--- src/rtl/dvi_pkg.sv ---
// Shared definitions for the DVI transmitter: sequencer state encoding and
// the number of clk_x5 cycles per 10-bit TMDS symbol.
package dvi_pkg;

    typedef enum logic [1:0] {
        ST_OFF        = 2'd0,
        ST_LOCK_WAIT  = 2'd1,
        ST_CLK_WARMUP = 2'd2,
        ST_RUN        = 2'd3
    } dvi_state_e;

    localparam int DVI_SYMBOL_PHASES = 5;
    localparam int DVI_PHASE_W       = $clog2(DVI_SYMBOL_PHASES);

endpackage

--- src/rtl/sync_1bit.sv ---
// Multi-flop synchroniser for a single level signal; output is 0 in reset.
module sync_1bit #(
    parameter int SYNC_STAGES = 2
) (
    input  logic clk_i,
    input  logic rst_n_i,
    input  logic d_i,
    output logic q_o
);

    logic [SYNC_STAGES-1:0] sync_q;

    always_ff @(posedge clk_i or negedge rst_n_i) begin
        if (!rst_n_i) begin
            sync_q <= '0;
        end else begin
            sync_q <= {sync_q[SYNC_STAGES-2:0], d_i};
        end
    end

    assign q_o = sync_q[SYNC_STAGES-1];

endmodule

--- src/rtl/dvi_tx_sequencer.sv ---
// Power-up / recovery sequencer: releases the pixel-clock lane after a filtered
// PLL lock, then the data lanes on a symbol boundary once the sink has warmed up.
module dvi_tx_sequencer
    import dvi_pkg::*;
#(
    parameter int SYNC_STAGES       = 2,
    parameter int LOCK_FILTER       = 16,
    parameter int CLK_WARMUP_CYCLES = 1024
) (
    input  logic clk_x5,
    input  logic rst_n_x5,
    input  logic en,
    input  logic pll_locked,
    output logic clk_lane_rst_n,
    output logic data_rst_n,
    output logic load_phase,
    output logic running,
    output logic lock_lost
);

    localparam int LOCK_W = $clog2(LOCK_FILTER + 1);
    localparam int WARM_W = $clog2(CLK_WARMUP_CYCLES + 1);

    localparam logic [LOCK_W-1:0]      LOCK_LAST  = LOCK_W'(LOCK_FILTER - 1);
    localparam logic [WARM_W-1:0]      WARM_LAST  = WARM_W'(CLK_WARMUP_CYCLES - 1);
    localparam logic [WARM_W-1:0]      WARM_MAX   = WARM_W'(CLK_WARMUP_CYCLES);
    localparam logic [DVI_PHASE_W-1:0] PHASE_LAST = DVI_PHASE_W'(DVI_SYMBOL_PHASES - 1);

    logic lk;

    dvi_state_e             state_q, state_d;
    logic [LOCK_W-1:0]      lock_cnt_q, lock_cnt_d;
    logic [WARM_W-1:0]      warm_cnt_q, warm_cnt_d;
    logic [DVI_PHASE_W-1:0] phase_q, phase_d;
    logic                   clk_lane_rst_n_q, clk_lane_rst_n_d;
    logic                   run_q, run_d;
    logic                   load_phase_q, load_phase_d;
    logic                   lock_lost_q, lock_lost_d;

    sync_1bit #(
        .SYNC_STAGES(SYNC_STAGES)
    ) u_lock_sync (
        .clk_i   (clk_x5),
        .rst_n_i (rst_n_x5),
        .d_i     (pll_locked),
        .q_o     (lk)
    );

    always_comb begin
        state_d     = state_q;
        lock_cnt_d  = '0;
        warm_cnt_d  = '0;
        lock_lost_d = lock_lost_q;

        case (state_q)
            ST_OFF: begin
                if (en) state_d = ST_LOCK_WAIT;
            end
            ST_LOCK_WAIT: begin
                if (lk) begin
                    if (lock_cnt_q >= LOCK_LAST) state_d = ST_CLK_WARMUP;
                    else                         lock_cnt_d = lock_cnt_q + LOCK_W'(1);
                end
            end
            ST_CLK_WARMUP: begin
                if ((warm_cnt_q >= WARM_LAST) && (phase_q == PHASE_LAST)) begin
                    state_d = ST_RUN;
                end else if (warm_cnt_q == WARM_MAX) begin
                    warm_cnt_d = warm_cnt_q;
                end else begin
                    warm_cnt_d = warm_cnt_q + WARM_W'(1);
                end
            end
            ST_RUN: begin
                state_d = ST_RUN;
            end
        endcase

        // Disable outranks lock loss, so a simultaneous drop leaves lock_lost clear.
        if (!lk && ((state_q == ST_CLK_WARMUP) || (state_q == ST_RUN))) begin
            state_d     = ST_LOCK_WAIT;
            lock_lost_d = 1'b1;
            warm_cnt_d  = '0;
        end
        if (!en) begin
            state_d     = ST_OFF;
            lock_lost_d = 1'b0;
            lock_cnt_d  = '0;
            warm_cnt_d  = '0;
        end

        clk_lane_rst_n_d = (state_d == ST_CLK_WARMUP) || (state_d == ST_RUN);
        run_d            = (state_d == ST_RUN);

        // Phase restarts at 0 in the first running cycle of the clock lane.
        if (clk_lane_rst_n_d && clk_lane_rst_n_q && (phase_q != PHASE_LAST)) begin
            phase_d = phase_q + DVI_PHASE_W'(1);
        end else begin
            phase_d = '0;
        end
        load_phase_d = clk_lane_rst_n_d && (phase_d == '0);
    end

    always_ff @(posedge clk_x5 or negedge rst_n_x5) begin
        if (!rst_n_x5) begin
            state_q          <= ST_OFF;
            lock_cnt_q       <= '0;
            warm_cnt_q       <= '0;
            phase_q          <= '0;
            clk_lane_rst_n_q <= 1'b0;
            run_q            <= 1'b0;
            load_phase_q     <= 1'b0;
            lock_lost_q      <= 1'b0;
        end else begin
            state_q          <= state_d;
            lock_cnt_q       <= lock_cnt_d;
            warm_cnt_q       <= warm_cnt_d;
            phase_q          <= phase_d;
            clk_lane_rst_n_q <= clk_lane_rst_n_d;
            run_q            <= run_d;
            load_phase_q     <= load_phase_d;
            lock_lost_q      <= lock_lost_d;
        end
    end

    assign clk_lane_rst_n = clk_lane_rst_n_q;
    assign data_rst_n     = run_q;
    assign running        = run_q;
    assign load_phase     = load_phase_q;
    assign lock_lost      = lock_lost_q;

endmodule

--- config.mk ---
export PLATFORM = sky130hd
export DESIGN_NAME = dvi_tx_sequencer
export DESIGN_NICKNAME = d
export VERILOG_FILES = /design/src/rtl/dvi_pkg.sv /design/src/rtl/sync_1bit.sv /design/src/rtl/dvi_tx_sequencer.sv
export SDC_FILE = /design/constraint.sdc
export NUM_CORES = 1
export LEC_CHECK = 0
export ABC_CLOCK_PERIOD_IN_PS = 4600
export CORE_MARGIN = 2
export CORE_UTILIZATION = 55
export CTS_BUF_LIST = sky130_fd_sc_hd__clkbuf_16
export CTS_CLUSTER_SIZE = 12
export DETAILED_ROUTE_END_ITERATION = 10
export PLACE_DENSITY = 0.78
export SLEW_MARGIN = 20
export SYNTH_ARGS = -nofsm -noshare
export SYNTH_HDL_FRONTEND = slang
export SYNTH_HIERARCHICAL = 1
export SYNTH_SLANG_ARGS = --single-unit
--- constraint.sdc ---
create_clock -name clk_x5 -period 4.6 [get_ports clk_x5]
set_input_delay 0.69 -clock clk_x5 [delete_from_list [all_inputs] [get_ports clk_x5]]
set_output_delay 0.69 -clock clk_x5 [all_outputs]
set_load 0.02 [all_outputs]
[Word-level counts from Yosys, hierarchy flattened]
Index checks and enable logic that the tools add are counted.
Storage, ports and cells
  logic and storage cells: 52
  memory bits (writable): 0
  memories: 0
  register bits after elaboration: 27
  output and inout port bits: 5
  bits in latches: 0
  ROM bits: 0
Cells by class
  $add $sub $neg: 3
  reductions and logical operators: 10
  bitwise operators: 0
  divide/modulo/power cells: 0
  shift operators: 0
  equality and inequality tests: 10
  order comparisons: 2
  multiplexer cells: 18
  multipliers: 0
Operators with widths (number)
  2-to-1 mux 11 bit: 5
  2-to-1 mux 5 bit: 4
  adder 11 x 1 -> 11 bit (second input constant): 1
  == test 11 bit (second input constant): 1
  greater-or-equal comparator 11 x 10 -> 1 bit (second input constant): 1
  2-to-1 mux 2 bit: 5
  == test 2 bit (second input constant): 4
  one-hot mux 2 bit (4 select lines): 1
  adder 5 x 1 -> 5 bit (second input constant): 1
  greater-or-equal comparator 5 x 4 -> 1 bit (second input constant): 1
  logical AND 1 bit: 5
  != test 5 x 4 -> 1 bit (second input constant): 1
  adder 3 x 1 -> 3 bit (second input constant): 1
  == test 3 bit (second input constant): 1
  logical NOT 3 bit: 1
  2-to-1 mux 3 bit: 1
  != test 3 bit (second input constant): 1
  == test 2 x 1 -> 1 bit (second input constant): 1
  logical NOT 2 bit: 1
  logical OR 1 bit: 2
  2-to-1 mux 1 bit: 2
  != test 2 x 1 -> 1 bit (second input constant): 1
  logical NOT 1 bit: 1

[Depth between registers and ports, before layout]
Gate-level depths: netlist of the first run.
  word-level depth: 13
  gate-level depth with buffers: 7
  gate-level depth less buffers: 7

[Cells and area by module]
Netlist of the first run, hierarchy kept.
By module, submodules not included
  dvi_tx_sequencer: times used 1, cells an instance 124, seq. area each 625.6 um^2, area each 1239.9 um^2
  sync_1bit: times used 1, cells an instance 2, seq. area each 50.0 um^2, area each 50.0 um^2

[Least setup slack after synthesis of the first run]
Ideal clock, no wire load.
  path type: reg2reg
  start point: reg lock_cnt_q[0]
  end point: reg load_phase_q (netlist: load_phase)
  data arrival time: 1.443 ns
  period minus slack after synthesis: 1.580 ns
  cell stages (with the launch flop): 8
  setup slack: 3.020 ns
  buffers on the path: 0
  required time: 4.463 ns
  cell sequence: dfrtp_1 ha_1 and3_1 ha_1 nor2_1 a21oi_1 o21ai_0 a31oi_1
Between the ends
  longest elaborated chain between the ends: 13
Ends and longest elaborated chain
  from (decl): RTL line dvi_tx_sequencer.sv:32  | logic [LOCK_W-1:0] lock_cnt_q, lock_cnt_d;
  from (signal assigned): RTL line dvi_tx_sequencer.sv:116  | lock_cnt_q <= lock_cnt_d;
  greater-or-equal comparator 5 x 4 -> 1 bit *: RTL line dvi_tx_sequencer.sv:61  | if (lock_cnt_q >= LOCK_LAST) state_d = ST_CLK_WARMUP;
  2-to-1 mux 2 bit *: RTL line dvi_tx_sequencer.sv:61
  2-to-1 mux 2 bit *: RTL line dvi_tx_sequencer.sv:60  | if (lk) begin
  one-hot mux 2 bit (4 select lines) *: RTL line dvi_tx_sequencer.sv:55  | case (state_q)
  2-to-1 mux 2 bit *: RTL line dvi_tx_sequencer.sv:80  | if (!lk && ((state_q == ST_CLK_WARMUP) || (state_q == ST_RUN))) begin
  2-to-1 mux 2 bit *: RTL line dvi_tx_sequencer.sv:85  | if (!en) begin
  == test 2 bit: RTL line dvi_tx_sequencer.sv:92  | clk_lane_rst_n_d = (state_d == ST_CLK_WARMUP) || (state_d == ST_RUN);
  logical OR 1 bit *: RTL line dvi_tx_sequencer.sv:92
  logical AND 1 bit (2 in a row): RTL line dvi_tx_sequencer.sv:96  | if (clk_lane_rst_n_d && clk_lane_rst_n_q && (phase_q != PHASE_LAST)) begin
  2-to-1 mux 3 bit: RTL line dvi_tx_sequencer.sv:96
  logical NOT 3 bit: RTL line dvi_tx_sequencer.sv:101  | load_phase_d = clk_lane_rst_n_d && (phase_d == '0);
  logical AND 1 bit *: RTL line dvi_tx_sequencer.sv:101
  net load_phase_d: RTL line dvi_tx_sequencer.sv:37  | logic load_phase_q, load_phase_d;
  to (signal assigned): RTL line dvi_tx_sequencer.sv:121  | load_phase_q <= load_phase_d;
  to (decl): RTL line dvi_tx_sequencer.sv:37
The timed path passes the listed nets; every way through them passes the cells marked *.
A chain may end at the register's enable or synchronous reset.

[Worst setup path after layout of the first run]
  start point: reg clk_lane_rst_n_q (netlist: clk_lane_rst_n)
  end point: out clk_lane_rst_n
RTL lines
  from (decl): RTL line dvi_tx_sequencer.sv:35  | logic clk_lane_rst_n_q, clk_lane_rst_n_d;
  from (signal assigned): RTL line dvi_tx_sequencer.sv:119  | clk_lane_rst_n_q <= clk_lane_rst_n_d;
  to (decl): RTL line dvi_tx_sequencer.sv:14  | output logic clk_lane_rst_n,
No word-level cell between the ends.

==> flow_results.org, run 1 <==
** Final layout
- After routing the design area is roughly 1500 µm².
- Count of nets after finishing :: ~150
- The repair_antennas step left the layout with diodes totalling 0.
- Excluding fillers, the count of instances in the completed layout stands at between 150 and 200.
- The post-route netlist has 6.57% of its cells at a drive strength greater than 1.
- Layout area overhead :: 14.5%

** CTS
- Clock transition at the registers of the reported paths :: approximately 0.06 ns
- Counting along the longest clock path gives a buffer depth of 2.
- Buffer count from post-CTS setup fixing :: 0
- Sinks on the clock net :: 27
- CTS built an H-tree with a depth of 1.
- Hold-fix buffer count after cts :: 0
- The tree is rooted in a sky130_fd_sc_hd__clkbuf_16.
- TritonCTS created 3 clock buffers.
- TritonCTS built the clock tree.
- CTS-repair resized insts :: 0
- Worst-Skew Late Latency :: approximately 0.26 ns

** Critical path
- Critical register-to-register path startpoint :: lock_cnt_q[0]$_DFF_PN0_
- Startpoint Class :: register
- The cell family contributing the most delay on the critical path is buffers and inverters.
- Reg2reg setup slack :: roughly 2.8 ns
- Worst setup EP type :: primary output
- Stage delay of the slowest cell on the critical path :: roughly 0.62 ns
- Walking the worst path, the cells encountered are clkdlybuf4s50_1.
- The slowest stage of the critical path is the sky130_fd_sc_hd__clkdlybuf4s50_1 cell.
- WP buf/inv :: 1
- The worst register-to-register path ends at state_q[1]$_DFF_PN0_.
- Max FO, Critical Path :: 3
- Required time of the critical path :: just under 4 ns
- Measured in cells, the most critical reg-to-reg path has a length of 7.
- STA puts the critical path data arrival time at 1.26 ns.
- Crit Path Class :: register to primary output

** Power
- Power spread over the standard cell area amounts to between 300 and 400 nW/µm².
- Across the VDD grid, the largest voltage drop is about 260 µV.
- Leakage Power :: just under 0.7 nW

** Yosys
- A synthesized cell averages between 10 and 15 µm².
- Number of warning messages in the yosys log :: 6
- Biggest area consumer among synthesized cells :: sky130_fd_sc_hd__dfrtp_1
- For this run, the register share of the synthesized area comes to between 50% and 60%.
- Number of instances in the synthesized netlist :: 126
- Share of Yosys cell area claimed by the top area cell type :: between 50% and 60%
- Counting distinct cell types in the post-synthesis netlist gives 30.
- Syn Std Cell Area :: around 1300 µm²
- Sorting the synthesized cells by area gives the leading types as sky130_fd_sc_hd__dfrtp_1 (52%), sky130_fd_sc_hd__ha_1 (5.8%), sky130_fd_sc_hd__nor2_1 (5.8%), sky130_fd_sc_hd__xor2_1 (4.1%), sky130_fd_sc_hd__inv_1 (3.5%).
- Synthesized netlist net count :: 136
- Flop and latch count out of synthesis :: 27

** Timing
- Number of pins with negative max-slew slack in the final report :: 0
- Post-route minimum period :: 1.95 ns
- The final critical path takes up a little over two fifths of the cycle.
- Setup violations remaining at the end of the flow were counted as 0.
- Worst relative slew slack :: around 67%
- Setup repair after global routing left no endpoint under its margin.
- Derived from the worst setup path, the maximum achievable clock frequency is 513 MHz.
- Slew at the pin with the worst max-slew slack :: 0.498 ns
- Final Hold Fails :: 0
- Hold timing on the final database bottoms out at a slack of about 0.35 ns.
- On the final layout, the worst clock skew is between 0.0015 and 0.002 ns.
- Setup tns final :: 0 ns

** Die
- FP Rows :: 17
- From left edge to right edge, the die measures between 50 and 60 µm.
- The die covers between 2000 and 3000 µm².
- Vertical extent of the die :: between 50 and 60 µm
- Initial standard-cell utilization of the core :: 58.3%
- Core box area :: 2210 µm²
- Total I/O pin count :: 9

** Place
- Area post-placement :: ~1400 µm²
- Buffers placed on the I/O ports in this run total 8.
- After legalization and detailed placement, the total HPWL measured roughly 1700 µm.
- The congestion estimate from routability-driven global placement came to ~0.76.
- Including well taps, the total number of placed cells is roughly 160.

** Worst hold path
- Counting instances, the worst hold path has a depth of 0.
- The startpoint identified for the worst hold timing path is u_lock_sync/sync_q[0]$_DFF_PN0_.
- For hold timing, the worst endpoint is u_lock_sync/sync_q[1]$_DFF_PN0_.
- Class of the most critical hold timing path :: register to register

** Routing
- Routed wire length :: roughly 2400 µm
- After the first detailed-routing iteration, the DRC count stood at 21.
- Met1 Wirelength :: 1030 µm
- DRT antenna net count :: 0
- For this run, design rule violations remaining after detail routing come to 0.
- Detailed-router iteration count before antenna repair :: 4
- Summed over all nets, wire length on met3 after detailed routing comes to around 71 µm.
- The routed layout has roughly 940 vias.
- Routed length on met2 :: ~1200 µm
- Top layer in use :: met4
- Routed wirelength normalized by instance count :: 14.4 µm
- Dividing the detail-routed via count by the number of cells gives between 5 and 6.

** Global route
- The via count of the first global-routing pass came to just over 900.
- Global routing finished with a remaining overflow of 0.
- Entering global routing, the biggest net connects 28 pins.
- Initial antenna violation count :: 0
- The first global-routing pass estimated 4020 µm of wire.
- Global routing used between 20% and 30% of the available tracks across all layers.

** Run status
- The run finished with clean final reports.

** Run
- Across the run, the number of max-cap violations was 0.
-- routing by layer --
metal	track usage (%)	vias up
met3	4.29	5
li1	-	456
met4	9.40	0
met2	35.0	16
met5	0	-
met1	24.4	466
-- layout make-up --
| class | instances | area [µm²] |
|---|---|---|
| timing repair buffer | 9 | 87.6 |
| fill | 186 | 736 |
| inverter | 12 | 45.0 |
| sequential | 27 | 676 |
| clock buffer | 3 | 75.1 |
| tap | 28 | 35.0 |
| clock inverter | 1 | 3.75 |
| multi-input combinational | 85 | 554 |
-- cell usage in the layout (no fill, tap or decap), types with 2 or more instances in the layout --
cell type and n:
sky130_fd_sc_hd__xor2_1 6, sky130_fd_sc_hd__a21oi_1 5, sky130_fd_sc_hd__mux2i_1 2, sky130_fd_sc_hd__clkbuf_16 3
sky130_fd_sc_hd__clkdlybuf4s50_1 8, sky130_fd_sc_hd__nand2_1 5, sky130_fd_sc_hd__xnor2_1 4, sky130_fd_sc_hd__nand4_1 5
sky130_fd_sc_hd__a31oi_1 3, sky130_fd_sc_hd__dfrtp_1 27, sky130_fd_sc_hd__inv_1 13, sky130_fd_sc_hd__and3_1 3
sky130_fd_sc_hd__nand3_1 6, sky130_fd_sc_hd__ha_1 6, sky130_fd_sc_hd__nor3b_1 2, sky130_fd_sc_hd__nor3_1 2
sky130_fd_sc_hd__nor4_1 2, sky130_fd_sc_hd__nor2_1 20, sky130_fd_sc_hd__o21ai_0 2
-- registers in the layout, indices dropped and copies added, names as in the netlist --
register            flops
state_q                 2
data_rst_n              1
lock_cnt_q              5
load_phase              1
u_lock_sync/sync_q      2
lock_lost               1
warm_cnt_q             11
clk_lane_rst_n          1
phase_q                 3
-- synth_stat cells --
cell and n:
sky130_fd_sc_hd__nor4_1 2, sky130_fd_sc_hd__or4_1 1, sky130_fd_sc_hd__nand4b_2 1, sky130_fd_sc_hd__nand3b_1 1
sky130_fd_sc_hd__xnor2_1 4, sky130_fd_sc_hd__and2_1 1, sky130_fd_sc_hd__and4_4 1, sky130_fd_sc_hd__nand2_1 5
sky130_fd_sc_hd__dfrtp_1 27, sky130_fd_sc_hd__nand3_1 6, sky130_fd_sc_hd__or2_1 1, sky130_fd_sc_hd__o211ai_1 1
sky130_fd_sc_hd__a31o_2 1, sky130_fd_sc_hd__nor3_1 2, sky130_fd_sc_hd__nor2_1 20, sky130_fd_sc_hd__buf_4 2
sky130_fd_sc_hd__and4b_1 1, sky130_fd_sc_hd__xor2_1 6, sky130_fd_sc_hd__inv_1 12, sky130_fd_sc_hd__nand4_1 5
sky130_fd_sc_hd__nand2b_1 1, sky130_fd_sc_hd__a31oi_1 3, sky130_fd_sc_hd__and3_1 3, sky130_fd_sc_hd__o211ai_2 1
sky130_fd_sc_hd__and3_2 1, sky130_fd_sc_hd__a21oi_1 5, sky130_fd_sc_hd__nor3b_1 2, sky130_fd_sc_hd__mux2i_1 2
sky130_fd_sc_hd__ha_1 6, sky130_fd_sc_hd__o21ai_0 2
-- per-stage QoR --
step / power (mW) / util, % / setup WS (ns)
4_1_cts: 0.446 / 66.7 / 2.64
2_1_floorplan: 0.248 / - / 3.02
6_report: 0.444 / 66.7 / 2.65
3_5_place_dp: 0.257 / 63.2 / 2.70
3_3_place_gp: 0.257 / 63.2 / 2.73
5_1_grt: 0.456 / 66.7 / 2.61
-- power breakdown --
part	switching [mW]	internal, mW	leakage (nW)	total (mW)
clock	0.0749	0.116	0.0423	0.191
sequential	0.00131	0.239	0.370	0.241
combinational	0.00769	0.00440	0.280	0.0121
-- worst max-delay path by stage --
stage | to | from | cells past startpoint | slack, ns
floorplan | load_phase$_DFF_PN0_ | lock_cnt_q[0]$_DFF_PN0_ | 7 | 3.02
global placement | warm_cnt_q[2]$_DFFE_PN0P_ | en | 5 | 2.73
detailed placement | warm_cnt_q[2]$_DFFE_PN0P_ | en | 5 | 2.70
CTS | clk_lane_rst_n | clk_lane_rst_n$_DFF_PN0_ | 1 | 2.64
global route | clk_lane_rst_n | clk_lane_rst_n$_DFF_PN0_ | 1 | 2.61
finish | clk_lane_rst_n | clk_lane_rst_n$_DFF_PN0_ | 1 | 2.65
-- kinds of logic after synthesis --
| family | count (synthesis) | synth area share, % |
|---|---|---|
| compound gates | 13 | 6.40 |
| xor+xnor | 10 | 6.79 |
| fa+ha+maj | 6 | 5.82 |
| buf+inv | 14 | 4.66 |
| flops | 27 | 52.4 |
| mux | 2 | 1.55 |
| simple gates | 54 | 22.4 |
-- worst register-to-register path, cell delays in order, from the launching register on --
cell and delay, ns:
sky130_fd_sc_hd__dfrtp_1 0.41, sky130_fd_sc_hd__ha_1 0.24, sky130_fd_sc_hd__and3_1 0.16, sky130_fd_sc_hd__ha_1 0.17, sky130_fd_sc_hd__nor2_1 0.19, sky130_fd_sc_hd__a21oi_1 0.11, sky130_fd_sc_hd__o21ai_0 0.33, sky130_fd_sc_hd__inv_1 0.09
(Power assumes the default switching activity.)
==> run 2: changes to the inputs <==
ABC_CLOCK_PERIOD_IN_PS = 1800   (was 4600)
clock period = 1.8 ns   (was 4.6 ns; I/O delays follow)
==> flow_results.org, run 2 (same netlist as run 1, synthesis figures left out) <==
** Place
- The number of input and output port buffers inserted is 8 (unchanged).
- Area post-placement :: 1410 µm² (was 1400 µm²)
- The minimum setup slack after placement came to 0.0214 ns (was 2.70 ns).
- HPWL after detailed placement :: 1750 µm (was 1660 µm)
- The weighted congestion at the end of routability-driven global placement came to 0.813 (was 0.761).

** Global route
- The wire length of the first global-routing pass was 4240 µm (was 4020 µm).
- Pin count of the biggest net entering global routing :: 28 (unchanged)
- The via count of the first global-routing pass is 977 (was 922).
- The overall routing resource usage is 21.2% (was 20.5%).
- Initial antenna violation count :: 0 (unchanged)
- The residual overflow from global routing came to 0 (unchanged).

** Power
- The leakage dissipation was 0.708 nW (was 0.692 nW).
- Cell Pwr Density :: 748 nW/µm² (was 301 nW/µm²)
- Total design power :: 1.14 mW (was 0.444 mW)
- Worst IR Drop VDD :: 654 µV (was 262 µV)

** Critical path
- The setup slack on the worst flop-to-flop path came to 0.1 ns (was 2.76 ns).
- Worst EP arrival :: 1.84 ns (was 1.26 ns)
- Max FO, Critical Path :: 3 (unchanged)
- The category of the most critical setup path was register to register (was register to primary output).
- The kind of launch point of the worst setup path is a register (unchanged).
- Required time of the critical path :: 1.93 ns (was 3.91 ns)
- Worst setup EP type :: register (was primary output)

** Timing
- The transition time at the pin with the least slew margin came to 0.333 ns (was 0.498 ns).
- Counting I/O delays and the setup requirement, the final critical path takes approximately 1.7 ns.
- Of the available clock period, the critical path in the final layout requires 94.6%.
- Setup tns final :: 0 ns (unchanged)
- Worst relative slew slack :: 77.7% (was 66.7%)
- The final worst clock skew came to 0.00441 ns (was 0.00196 ns).
- Final Hold Fails :: 0 (unchanged)
- Worst hold slack :: 0.349 ns (about the same)
- The max-slew violation count is 0 (unchanged).
- Setup slack of the critical path after layout :: 0.0967 ns (was 2.65 ns)
- Max frequency :: between 500 and 600 MHz
- The number of setup violations in the final report was 0 (unchanged).

** Routing
- The via density per instance is 5.62 (was 5.72).
- Via count :: 950 (was 943)
- The number of nets with antenna violations after detailed routing came to 0 (unchanged).
- Detailed-router iteration count before antenna repair :: 4 (unchanged)
- The detailed router's first-iteration violation count is 13 (was 21).
- The total DRC errors in the routed layout was 0 (unchanged).
- The routed length per instance came to 14.5 µm (was 14.4 µm).
- The total length of routed wires is 2450 µm (was 2380 µm).

** CTS
- Clock transition at the registers of the reported paths :: 0.06 ns (about the same)
- The clock network latency to the later pin of the worst-skew pair was 0.26 ns (about the same).
- TritonCTS Buffers :: 3 (unchanged)
- H-Tree Level Count :: 1 (unchanged)
- Sinks on the clock net :: 27 (unchanged)
- Clk Tree Root Cell :: sky130_fd_sc_hd__clkbuf_16 (unchanged)
- The number of buffers on the longest clock path came to 2 (unchanged).
- The CTS tree is done (unchanged).

** Worst hold path
- Class of the most critical hold timing path :: register to register (unchanged)

** Final layout
- Commonest non-fill, non-tap cell in the layout :: sky130_fd_sc_hd__dfrtp_1 (unchanged)
- The final net count is 152 (was 148).
- Total of fill cells in the finished design :: 171 (was 186)
- The number of diodes added for antenna fixing was 0 (unchanged).
- Final cell area excluding filler cells :: 1520 µm² (was 1480 µm²)
- Top library cells by usage in the layout, fill and taps aside :: sky130_fd_sc_hd__dfrtp_1 (27), sky130_fd_sc_hd__nor2_1 (19), sky130_fd_sc_hd__inv_1 (12) (was sky130_fd_sc_hd__dfrtp_1 (27), sky130_fd_sc_hd__nor2_1 (20), sky130_fd_sc_hd__inv_1 (13))
- Share of layout cells above drive strength 1 :: 12.8% (was 6.57%)
- Max FFs per register :: 11 (unchanged)
- Largest regs: warm_cnt_q (11), lock_cnt_q (5), phase_q (3) (unchanged).
- The largest register by flop count was warm_cnt_q (unchanged).
- The area added between synthesis and finish came to 17.9% (was 14.5%).

** Die
- FP Rows :: 17 (unchanged)
- Vertical extent of the die :: 52.4 µm (unchanged)
- The starting utilization of the core area was 58.3% (unchanged).
- The area of the core came to 2210 µm² (unchanged).
- The die area came to 2750 µm² (unchanged).
- The I/O pin total was 9 (unchanged).
- The x dimension of the die is 52.4 µm (unchanged).

** Run
- The count of maximum capacitance violations is 0 (unchanged).

** Run status
- Result of the run: completed (unchanged).
-- run 2: cell count changes in the layout (fill, tap and decap cells not counted), sizes merged --
cell    change
buf         +4
clkinv      +1
inv         -1
-- run 2: path summary, 6_finish.rpt --
kind / startpoint / cells past startpoint / endpoint
max reg2reg: lock_cnt_q[1]$_DFF_PN0_ / 7 / phase_q[0]$_DFF_PN0_
max in group asynchronous: rst_n_x5 / 2 / lock_cnt_q[0]$_DFF_PN0_
max: lock_cnt_q[1]$_DFF_PN0_ / 7 / phase_q[0]$_DFF_PN0_
min: u_lock_sync/sync_q[0]$_DFF_PN0_ / 0 / u_lock_sync/sync_q[1]$_DFF_PN0_
min in group asynchronous: rst_n_x5 / 2 / load_phase$_DFF_PN0_
min reg2reg: u_lock_sync/sync_q[0]$_DFF_PN0_ / 0 / u_lock_sync/sync_q[1]$_DFF_PN0_
-- run 2: what timing repair did --
| action | in CTS | in global routing |
|---|---|---|
| hold buffers | 0 | 0 |
| gates resized for setup | 0 | 4 |
| endpoints found under the setup margin | 0 | 7 |
| setup buffers | 0 | 2 |
-- run 2: metrics by stage --
stage                     cells  util, %
after floorplan             126        -
after global placement      163     63.9
after detailed placement    163     63.9
after CTS                   167     67.5
after global routing        169     68.8
final                       169     68.8
-- run 2: metal layers --
layer | vias to the layer above | track usage [%] | share of wire [%]
li1 | 461 | - | -
met2 | 17 | 38.8 | 53
met3 | 4 | 2.00 | 2.9
met1 | 468 | 24.9 | 43
met5 | - | 0 | 0
met4 | 0 | 8.97 | 1.3
-- run 2: power breakdown --
group	total (mW)	internal, mW	switching, mW
clock network	0.491	0.299	0.192
logic	0.0332	0.0125	0.0208
registers	0.614	0.611	0.00273
-- run 2: worst max-delay path, cell delays in order, from the launching register on --
cell	delay (ns)
sky130_fd_sc_hd__dfrtp_1	0.41
sky130_fd_sc_hd__ha_2	0.20
sky130_fd_sc_hd__and3_1	0.15
sky130_fd_sc_hd__ha_1	0.18
sky130_fd_sc_hd__nor2_2	0.17
sky130_fd_sc_hd__a21oi_2	0.08
sky130_fd_sc_hd__o211ai_1	0.32
sky130_fd_sc_hd__nor3_1	0.08
-- run 2: cell type report --
type | instances | area, µm² | share of cell area, %
multi-input combinational | 85 | 568 | 37.3
timing repair buffer | 13 | 118 | 7.73
sequential | 27 | 676 | 44.4
inverter | 12 | 45.0 | 2.96
tap | 28 | 35.0 | 2.30
clock buffer | 3 | 75.1 | 4.93
clock inverter | 1 | 5.00 | 0.329
